$ cat src/rtl/aes_selftest_sequencer_if.sv
// ---------------------------------------------------------------------------
// aes_selftest_sequencer_if
//   Bundles the two buses the self-test sequencer sits between:
//   the synchronous vector ROM and the AES-128 core.
//
//   Signals
//     rom_addr   vector index presented to the ROM
//     rom_key    key read from ROM (one cycle after rom_addr)
//     rom_pt     plaintext read from ROM (same timing)
//     rom_ct     expected ciphertext read from ROM (same timing)
//     aes_key    key driven to the core
//     aes_din    plaintext driven to the core
//     aes_start  single-cycle start pulse to the core
//     aes_busy   core busy
//     aes_done   single-cycle pulse, aes_dout valid
//     aes_dout   ciphertext returned by the core
//
//   Modports
//     master  sequencer side (drives ROM address and core inputs)
//     slave   ROM + core side
// ---------------------------------------------------------------------------
interface aes_selftest_sequencer_if #(
    parameter int AW = 8
);
    logic [AW-1:0] rom_addr;
    logic [127:0]  rom_key;
    logic [127:0]  rom_pt;
    logic [127:0]  rom_ct;
    logic [127:0]  aes_key;
    logic [127:0]  aes_din;
    logic          aes_start;
    logic          aes_busy;
    logic          aes_done;
    logic [127:0]  aes_dout;

    modport master (
        output rom_addr, aes_key, aes_din, aes_start,
        input  rom_key, rom_pt, rom_ct, aes_busy, aes_done, aes_dout
    );

    modport slave (
        input  rom_addr, aes_key, aes_din, aes_start,
        output rom_key, rom_pt, rom_ct, aes_busy, aes_done, aes_dout
    );
endinterface

$ cat src/rtl/aes_selftest_sequencer.sv
// ---------------------------------------------------------------------------
// aes_selftest_sequencer
//   Walks a vector ROM and runs each entry through the AES-128 core:
//   fetch key / plaintext / expected ciphertext, fire one encryption,
//   compare the result and keep running totals. Used for on-chip,
//   software-free verification of the core.
//
//   Ports
//     clk       clock
//     rst_n     asynchronous reset, active low
//     work      run enable (level); a vector in flight always completes
//     bus       master side of aes_selftest_sequencer_if (ROM + core)
//     total     vectors scored (saturating)
//     correct   vectors whose result matched (saturating, <= total)
//     err_flag  sticky: any mismatch or timeout since reset
//     running   high in every state except IDLE
//
//   Per-vector flow: IDLE -> FETCH -> LATCH -> START -> WAIT -> CHECK,
//   giving a START-to-START period of core latency + 4 under steady work.
// ---------------------------------------------------------------------------
module aes_selftest_sequencer #(
    parameter int N_VEC   = 256,
    parameter int AW      = 8,
    parameter int CW      = 32,
    parameter int TIMEOUT = 64
) (
    input  logic                      clk,
    input  logic                      rst_n,
    input  logic                      work,
    aes_selftest_sequencer_if.master  bus,
    output logic [CW-1:0]             total,
    output logic [CW-1:0]             correct,
    output logic                      err_flag,
    output logic                      running
);

    // Timer must be able to hold TIMEOUT-1.
    localparam int TW = (TIMEOUT > 1) ? $clog2(TIMEOUT) : 1;

    typedef enum logic [2:0] {
        IDLE  = 3'd0,
        FETCH = 3'd1,
        LATCH = 3'd2,
        START = 3'd3,
        WAIT  = 3'd4,
        CHECK = 3'd5
    } state_t;

    state_t        state_q, state_d;

    logic [AW-1:0] addr_q;
    logic [127:0]  key_q;
    logic [127:0]  din_q;
    logic [127:0]  exp_q;
    logic [127:0]  dout_q;
    logic [TW-1:0] timer_q;
    logic          tmo_q;
    logic [CW-1:0] total_q;
    logic [CW-1:0] correct_q;
    logic          err_q;

    logic          timer_last;
    logic          vec_pass;

    // The timer runs 0..TIMEOUT-1 across WAIT, so the core gets TIMEOUT
    // WAIT cycles; a done arriving in the last of them still counts.
    assign timer_last = (timer_q == TW'(TIMEOUT - 1));
    assign vec_pass   = !tmo_q && (dout_q == exp_q);

    // -----------------------------------------------------------------------
    // State register
    // -----------------------------------------------------------------------
    always_ff @(posedge clk or negedge rst_n) begin
        if (!rst_n) begin
            state_q <= IDLE;
        end else begin
            state_q <= state_d;
        end
    end

    // -----------------------------------------------------------------------
    // Next-state logic
    // -----------------------------------------------------------------------
    always_comb begin
        state_d = state_q;
        unique case (state_q)
            IDLE:  if (work && !bus.aes_busy) state_d = FETCH;
            FETCH: state_d = LATCH;
            LATCH: state_d = START;
            START: state_d = WAIT;
            WAIT: begin
                if (bus.aes_done || timer_last) state_d = CHECK;
            end
            CHECK: state_d = work ? FETCH : IDLE;
            default: state_d = IDLE;
        endcase
    end

    // -----------------------------------------------------------------------
    // Datapath: operand latch, result capture, scoring, address walk
    // -----------------------------------------------------------------------
    always_ff @(posedge clk or negedge rst_n) begin
        if (!rst_n) begin
            addr_q    <= '0;
            key_q     <= '0;
            din_q     <= '0;
            exp_q     <= '0;
            dout_q    <= '0;
            timer_q   <= '0;
            tmo_q     <= 1'b0;
            total_q   <= '0;
            correct_q <= '0;
            err_q     <= 1'b0;
        end else begin
            unique case (state_q)
                LATCH: begin
                    // Operands stay put until the next LATCH so the core
                    // sees stable inputs for the whole encryption.
                    key_q <= bus.rom_key;
                    din_q <= bus.rom_pt;
                    exp_q <= bus.rom_ct;
                end
                START: begin
                    timer_q <= '0;
                    tmo_q   <= 1'b0;
                end
                WAIT: begin
                    // done takes priority over expiry in the same cycle.
                    if (bus.aes_done) begin
                        dout_q <= bus.aes_dout;
                    end else if (timer_last) begin
                        tmo_q <= 1'b1;
                    end else begin
                        timer_q <= timer_q + TW'(1);
                    end
                end
                CHECK: begin
                    if (total_q != {CW{1'b1}}) total_q <= total_q + CW'(1);
                    // correct only moves alongside total, so it can never
                    // overtake it, saturated or not.
                    if (vec_pass) begin
                        if (correct_q != {CW{1'b1}}) correct_q <= correct_q + CW'(1);
                    end else begin
                        err_q <= 1'b1;
                    end
                    addr_q <= (addr_q == AW'(N_VEC - 1)) ? '0 : addr_q + AW'(1);
                end
                default: ;
            endcase
        end
    end

    // -----------------------------------------------------------------------
    // Outputs
    // -----------------------------------------------------------------------
    // aes_start decodes the state register directly so an asynchronous
    // reset removes it immediately.
    assign bus.aes_start = (state_q == START);
    assign bus.rom_addr  = addr_q;
    assign bus.aes_key   = key_q;
    assign bus.aes_din   = din_q;

    assign total    = total_q;
    assign correct  = correct_q;
    assign err_flag = err_q;
    assign running  = (state_q != IDLE);

endmodule

$ cat src/flat_wrapper.sv
// flat-port wrapper written by rule: the top's interface ports become plain ports
module aes_selftest_sequencer_flat 
#(
    parameter int N_VEC   = 256,
    parameter int AW      = 8,
    parameter int CW      = 32,
    parameter int TIMEOUT = 64
)
  (clk, rst_n, work, total, correct, err_flag, running, bus_rom_addr, bus_aes_key, bus_aes_din, bus_aes_start, bus_rom_key, bus_rom_pt, bus_rom_ct, bus_aes_busy, bus_aes_done, bus_aes_dout);
  aes_selftest_sequencer_if #(.AW(AW)) bus_i ();
  input  logic clk;
  input  logic rst_n;
  input  logic work;
  output logic [CW-1:0] total;
  output logic [CW-1:0] correct;
  output logic err_flag;
  output logic running;
  output wire logic [$bits(bus_i.rom_addr)-1:0] bus_rom_addr;
  output wire logic [$bits(bus_i.aes_key)-1:0] bus_aes_key;
  output wire logic [$bits(bus_i.aes_din)-1:0] bus_aes_din;
  output wire logic [$bits(bus_i.aes_start)-1:0] bus_aes_start;
  input wire logic [$bits(bus_i.rom_key)-1:0] bus_rom_key;
  input wire logic [$bits(bus_i.rom_pt)-1:0] bus_rom_pt;
  input wire logic [$bits(bus_i.rom_ct)-1:0] bus_rom_ct;
  input wire logic [$bits(bus_i.aes_busy)-1:0] bus_aes_busy;
  input wire logic [$bits(bus_i.aes_done)-1:0] bus_aes_done;
  input wire logic [$bits(bus_i.aes_dout)-1:0] bus_aes_dout;
  assign bus_rom_addr = bus_i.rom_addr;
  assign bus_aes_key = bus_i.aes_key;
  assign bus_aes_din = bus_i.aes_din;
  assign bus_aes_start = bus_i.aes_start;
  assign bus_i.rom_key = bus_rom_key;
  assign bus_i.rom_pt = bus_rom_pt;
  assign bus_i.rom_ct = bus_rom_ct;
  assign bus_i.aes_busy = bus_aes_busy;
  assign bus_i.aes_done = bus_aes_done;
  assign bus_i.aes_dout = bus_aes_dout;
  aes_selftest_sequencer #(.N_VEC(N_VEC), .AW(AW), .CW(CW), .TIMEOUT(TIMEOUT)) u_core (.clk(clk), .rst_n(rst_n), .work(work), .bus(bus_i), .total(total), .correct(correct), .err_flag(err_flag), .running(running));
endmodule
$ cat config.mk
export PLATFORM = sky130hd
export DESIGN_NAME = aes_selftest_sequencer_flat
export DESIGN_NICKNAME = d
export VERILOG_FILES = /design/src/rtl/aes_selftest_sequencer_if.sv /design/src/rtl/aes_selftest_sequencer.sv /design/src/flat_wrapper.sv
export SDC_FILE = /design/constraint.sdc
export NUM_CORES = 1
export LEC_CHECK = 0
export BUFFER_PORTS_ARGS = -buffer_cell sky130_fd_sc_hd__buf_4
export CAP_MARGIN = 40
export CORE_AREA = 2 2 327 329
export CTS_CLUSTER_DIAMETER = 100
export DETAILED_ROUTE_END_ITERATION = 8
export DIE_AREA = 0 0 329 331
export PLACE_DENSITY = 0.46
export SYNTH_ARGS = -nofsm -noshare
export SYNTH_HDL_FRONTEND = slang
export SYNTH_SLANG_ARGS = --single-unit
$ cat constraint.sdc
create_clock -name clk -period 5 [get_ports clk]
set_input_delay 1 -clock clk [delete_from_list [all_inputs] [get_ports clk]]
set_output_delay 1 -clock clk [all_outputs]
set_load 0.02 [all_outputs]
# After elaboration in Yosys (flattened, before gate mapping)
# Index checks and enable logic that the tools add are counted.
dict set report totals {
  register_bits 595
  romBits 0
  ram_bits 0
  word_cells 57
  out_inout_bits 331
  mem_count 0
  latch_bits 0
  inputBits 517
}
dict set report classes {
  n_eq_ne 15
  shift 0
  div 0
  reduce_logical 15
  mul 0
  muxes 11
  bitwise_logic 1
  order_cmp 0
  addsub 4
}
# operator count
set op_table {}
lappend op_table {{$eq A128 B128 Y1} 1}
lappend op_table {{$add A32 B1 Y32 const B} 2}
lappend op_table {{$ne A32 B32 Y1 const B} 2}
lappend op_table {{$pmux W3 S6} 1}
lappend op_table {{$mux W6} 2}
lappend op_table {{$pmux W6 S2} 1}
lappend op_table {{$reduce_and A3 Y1} 3}
lappend op_table {{$add A8 B1 Y8 const B} 1}
lappend op_table {{$eq A8 B8 Y1 const B} 1}
lappend op_table {{$mux W8} 1}
lappend op_table {{$reduce_and A2 Y1} 4}
lappend op_table {{$add A6 B1 Y6 const B} 1}
lappend op_table {{$eq A3 B2 Y1 const B} 2}
lappend op_table {{$eq A3 B3 Y1 const B} 2}
lappend op_table {{$eq A6 B6 Y1 const B} 1}
lappend op_table {{$mux W3} 2}
lappend op_table {{$ne A2 B1 Y1 const B} 3}
lappend op_table {{$ne A2 B2 Y1 const B} 2}
lappend op_table {{$eq A3 B1 Y1 const B} 1}
lappend op_table {{$logic_not A3 Y1} 1}
lappend op_table {{$mux W1} 3}
lappend op_table {{$reduce_bool A3 Y1} 1}
lappend op_table {{$logic_and A1 B1 Y1} 2}
lappend op_table {{$logic_not A1 Y1} 2}
lappend op_table {{4 further kinds} 4}

# Depth between registers and ports, before layout
dict set report logic_depth {
  depth_word 4
  mapped_depth 10
  mapped_depth_nobuf 9
}

# Worst setup path after synthesis
# No wires, ideal clock.
dict set report synth_path {
  path_type {flip-flop to flip-flop}
  start {register u_core.exp_q[74]}
  end {register u_core.correct_q[22] (netlist: u_core.correct[22])}
  synth_period_minus_slack_ns 2.886
  slack_ns 2.114
  setup_ns 0.130
  stages_incl_launch_ff 10
  arrival_ns 2.756
  n_path_buf 1
  t_required_ns 4.870
  path_cell_list {dfrtp_1 > xnor2_1 > o221ai_1 > or4_1 > nor4_1 > nand4_1 > or4b_1 > buf_2 > or4_4 > xnor2_2}
}
dict set report synth_between {
  elab_chain_cells 3
}
# item line
set synth_lines {}
lappend synth_lines {{start, declared} aes_selftest_sequencer.sv:54} ;# logic [127:0] exp_q;
lappend synth_lines {{start signal, assigned} aes_selftest_sequencer.sv:121} ;# exp_q <= bus.rom_ct;
lappend synth_lines {{$eq A128 B128 Y1} aes_selftest_sequencer.sv:68} ;# assign vec_pass = !tmo_q && (dout_q == exp_q);
lappend synth_lines {{$logic_and A1 B1 Y1} aes_selftest_sequencer.sv:68}
lappend synth_lines {{$reduce_and A3 Y1 (no source line)} --}
lappend synth_lines {{end signal, assigned} aes_selftest_sequencer.sv:142} ;# if (correct_q != {CW{1'b1}}) correct_q <= correct_q + CW'(1);
lappend synth_lines {{end, declared} aes_selftest_sequencer.sv:59} ;# logic [CW-1:0] correct_q;
# Every way passes these cells.
# A chain may end at the register's enable or synchronous reset.

# Final worst setup path
dict set report layout_path {
  start {register u_core.exp_q[124]}
  end {register u_core.correct_q[22] (netlist: u_core.correct[22])}
}
# Same word-level chain as after synthesis.

==> metrics.txt <==
largest net degree at the start of global routing=109; Req. time, crit path=5510 ps; core footprint=105000 µm²; synth top area cells=dfrtp_1 (61%), mux2_2 (23%), xor2_1 (2.9%); # setup viols final=0; Die Span Y=331 µm; first drt pass iteration count=4; part of the power in registers=36.9%; Gate Count Post-Synth=1693; Max clock buf depth=3; Core Rows=119; die area=109000 µm²; num ports=848; Worst slew margin=34.1%; commonest non-fill, non-tap cells in the layout=buf_4 (861), dfrtp_1 (595), mux2_2 (494); vias per cell=4.28; Synth async-reset ratio=100%; EDFF count, synth=0; Max Cap Viol=0; Int Pwr=14.8 mW; post-synth top area cell=dfrtp_1; Initial Utilization=23.1%; Synth Flop Type=dfrtp_1; Setup TNS=0 ps; syn_area_per_cell=14.3 µm²; Peak supply drop=378 µV; r2r endpoint=u_core.correct[22]; syn nets=2214; root buffer cell=clkbuf_16; switching portion of total power=35.1%; post-synthesis sequential area ratio=61.5%; vias in the first global route=18744; GRT Util Overall=16.9%; worst min path class=primary input to async pin; synthesis-to-finish area growth=44.1%; share of the synthesized area in the top cell type=61.5%; layout cell share with drive strength beyond 1=56.6%; Power Density=652 nW/µm²; highest routed layer=met5; reg-to-reg slack, setup=1360 ps; sequential cell area=14900 µm²; total number of vias=17299; r2r worst-path depth=8; share of power burned in combinational logic=39.8%; endpoint class of the critical path=flop; cts-stage hold buffer count=0; final core occ=33.2%; max-slew violations=0; Num CTS Buffers=73; Clock Latency Late Sink=640 ps; status=finished clean; count of cell types in the netlist=39; number of port buffers=847; DR DRC count=0; arrival time at the worst endpoint=4150 ps; first-pass GRT wire length=133 mm; Max FO, Critical Path=8; clock sinks=595; leakage power=15.9 nW; placed cells=3897; DR WL/cell=23.5 µm; Worst Tran Pin Value=989 ps; clock share of power=23.3%; Post CTS Setup Buffer Count=0; fill count=10501; Clock Skew=21.8 ps; M1 wire length=34.3 mm; nets=3102; area occupied by multi-input gates=8990 µm²; YS warnings=0; Fmax=275 MHz; CTS tree=done; DR WL met3=9.56 mm; final instance area=34900 µm²; starting DRC count in detailed routing=601; Clk pin slew, worst setup/hold paths=60 ps; RSZ-0062 raised after global routing=false; Setup Crit Path Kind=flop to flop; Routability Congestion=0.823; NetSw=7.99 mW; WL final=94.7 mm; Post-DP Area=32500 µm²; DP Wirelength=75.0 mm; metal2 WL=48.2 mm; commonest non-fill, non-tap cell in the layout=buf_4; post-layout minimum cycle time=3640 ps; die width=329 µm; overflow left after global routing=0; worst setup path start=u_core.exp_q[124]; Critical R2R Launch=u_core.exp_q[124]; Seq cells post-synth=595; CTS resizes=0; Antenna Nets Post-Route=0; Mapped Area=24200 µm²; Hold Violations, Final=0; antenna violations before repair=51; H-tree levels=3; crit share post-route=72.8%; fin cells=4038; startpoint types=flop
==> layout make-up <==
cell class,count,area share [%]
Inverter,27,0.290
Clock buffer,102,5.92
Timing Repair Buffer,880,19.4
Clock inverter,30,0.907
Multi-Input combinational cell,1004,25.8
Sequential cell,595,42.7
Tap cell,1391,4.99
Antenna cell,9,0.0645
==> power by group through the flow <==
stage | Clock, mW | Sequential [mW] | Combinational, mW
after global placement | 0 | 8.38 | 9.14
after global routing | 5.69 | 8.69 | 9.72
after CTS | 5.51 | 8.41 | 9.27
final | 5.31 | 8.40 | 9.06
after floorplan | 0 | 9.50 | 4.11
after detailed placement | 0 | 8.46 | 9.25
==> through the flow <==
step           setup slack (ps)  power (mW)  hold slack, ps
2_1_floorplan              2110        13.6             486
3_3_place_gp               1090        17.5             479
3_5_place_dp               1320        17.7             484
4_1_cts                    1300        23.2             493
5_1_grt                    1140        24.1             509
6_report                   1360        22.8             469
==> worst max-delay path, stage by stage, from the launching register on <==
cell and delay [ps]:
dfrtp_1 390, xor2_1 170, nor4_1 560, nand4_1 390, nor4_1 310, nand4_1 310, or4b_1 750, or4_4 480
xnor2_2 140
==> flip-flops by register name (all words and copies together), names as in the netlist <==
name and cells:
u_core.timer_q 6, u_core.bus.aes_din 128, u_core.state_q 3, u_core.correct 32
u_core.total 32, u_core.bus.rom_addr 8, u_core.exp_q 128, u_core.dout_q 128
u_core.bus.aes_key 128, u_core.tmo_q 1, u_core.err_flag 1
==> worst max path at each step <==
stage	end	slack, ps	cells after the start
6_report	u_core.correct[22]	1360	8
2_1_floorplan	u_core.correct[22]	2110	9
5_1_grt	u_core.correct[22]	1140	8
3_3_place_gp	u_core.correct[22]	1090	8
3_5_place_dp	u_core.correct[22]	1320	8
4_1_cts	u_core.correct[22]	1300	8
==> logic make-up (layout without fill, tap and decap cells) <==
| family | after synthesis | after routing | synth area share, % |
|---|---|---|---|
| other | 0 | 9 | 0 |
| buffers and inverters | 94 | 1039 | 1.47 |
| adders and majority gates | 4 | 4 | 0.207 |
| and+or+nand+nor | 294 | 294 | 6.56 |
| xor gates and xnor gates | 156 | 156 | 5.67 |
| DFF | 595 | 595 | 61.5 |
| muxes | 494 | 494 | 23.0 |
| AOI/OAI and AO/OA | 56 | 56 | 1.66 |
==> synthesized netlist by cell type (all sizes together) (6+ instances only) <==
library cell,n
nor3,7
inv,27
nor4,21
and3,21
and4,6
nand4,31
nand2b,26
dfrtp,595
xor2,80
nor2,33
xnor2,76
o21ai,22
mux2,494
nand2,58
nor2b,36
a2111oi,11
clkbuf,64
o2111a,8
nand3,38
==> layer usage <==
layer  vias up  GRT usage, %
met5         -             0
met4        68          4.60
met3       183          8.06
met2       575          29.4
met1      8708          18.2
li1       7765             -
Note: power is estimated with default switching activity, not from simulation.
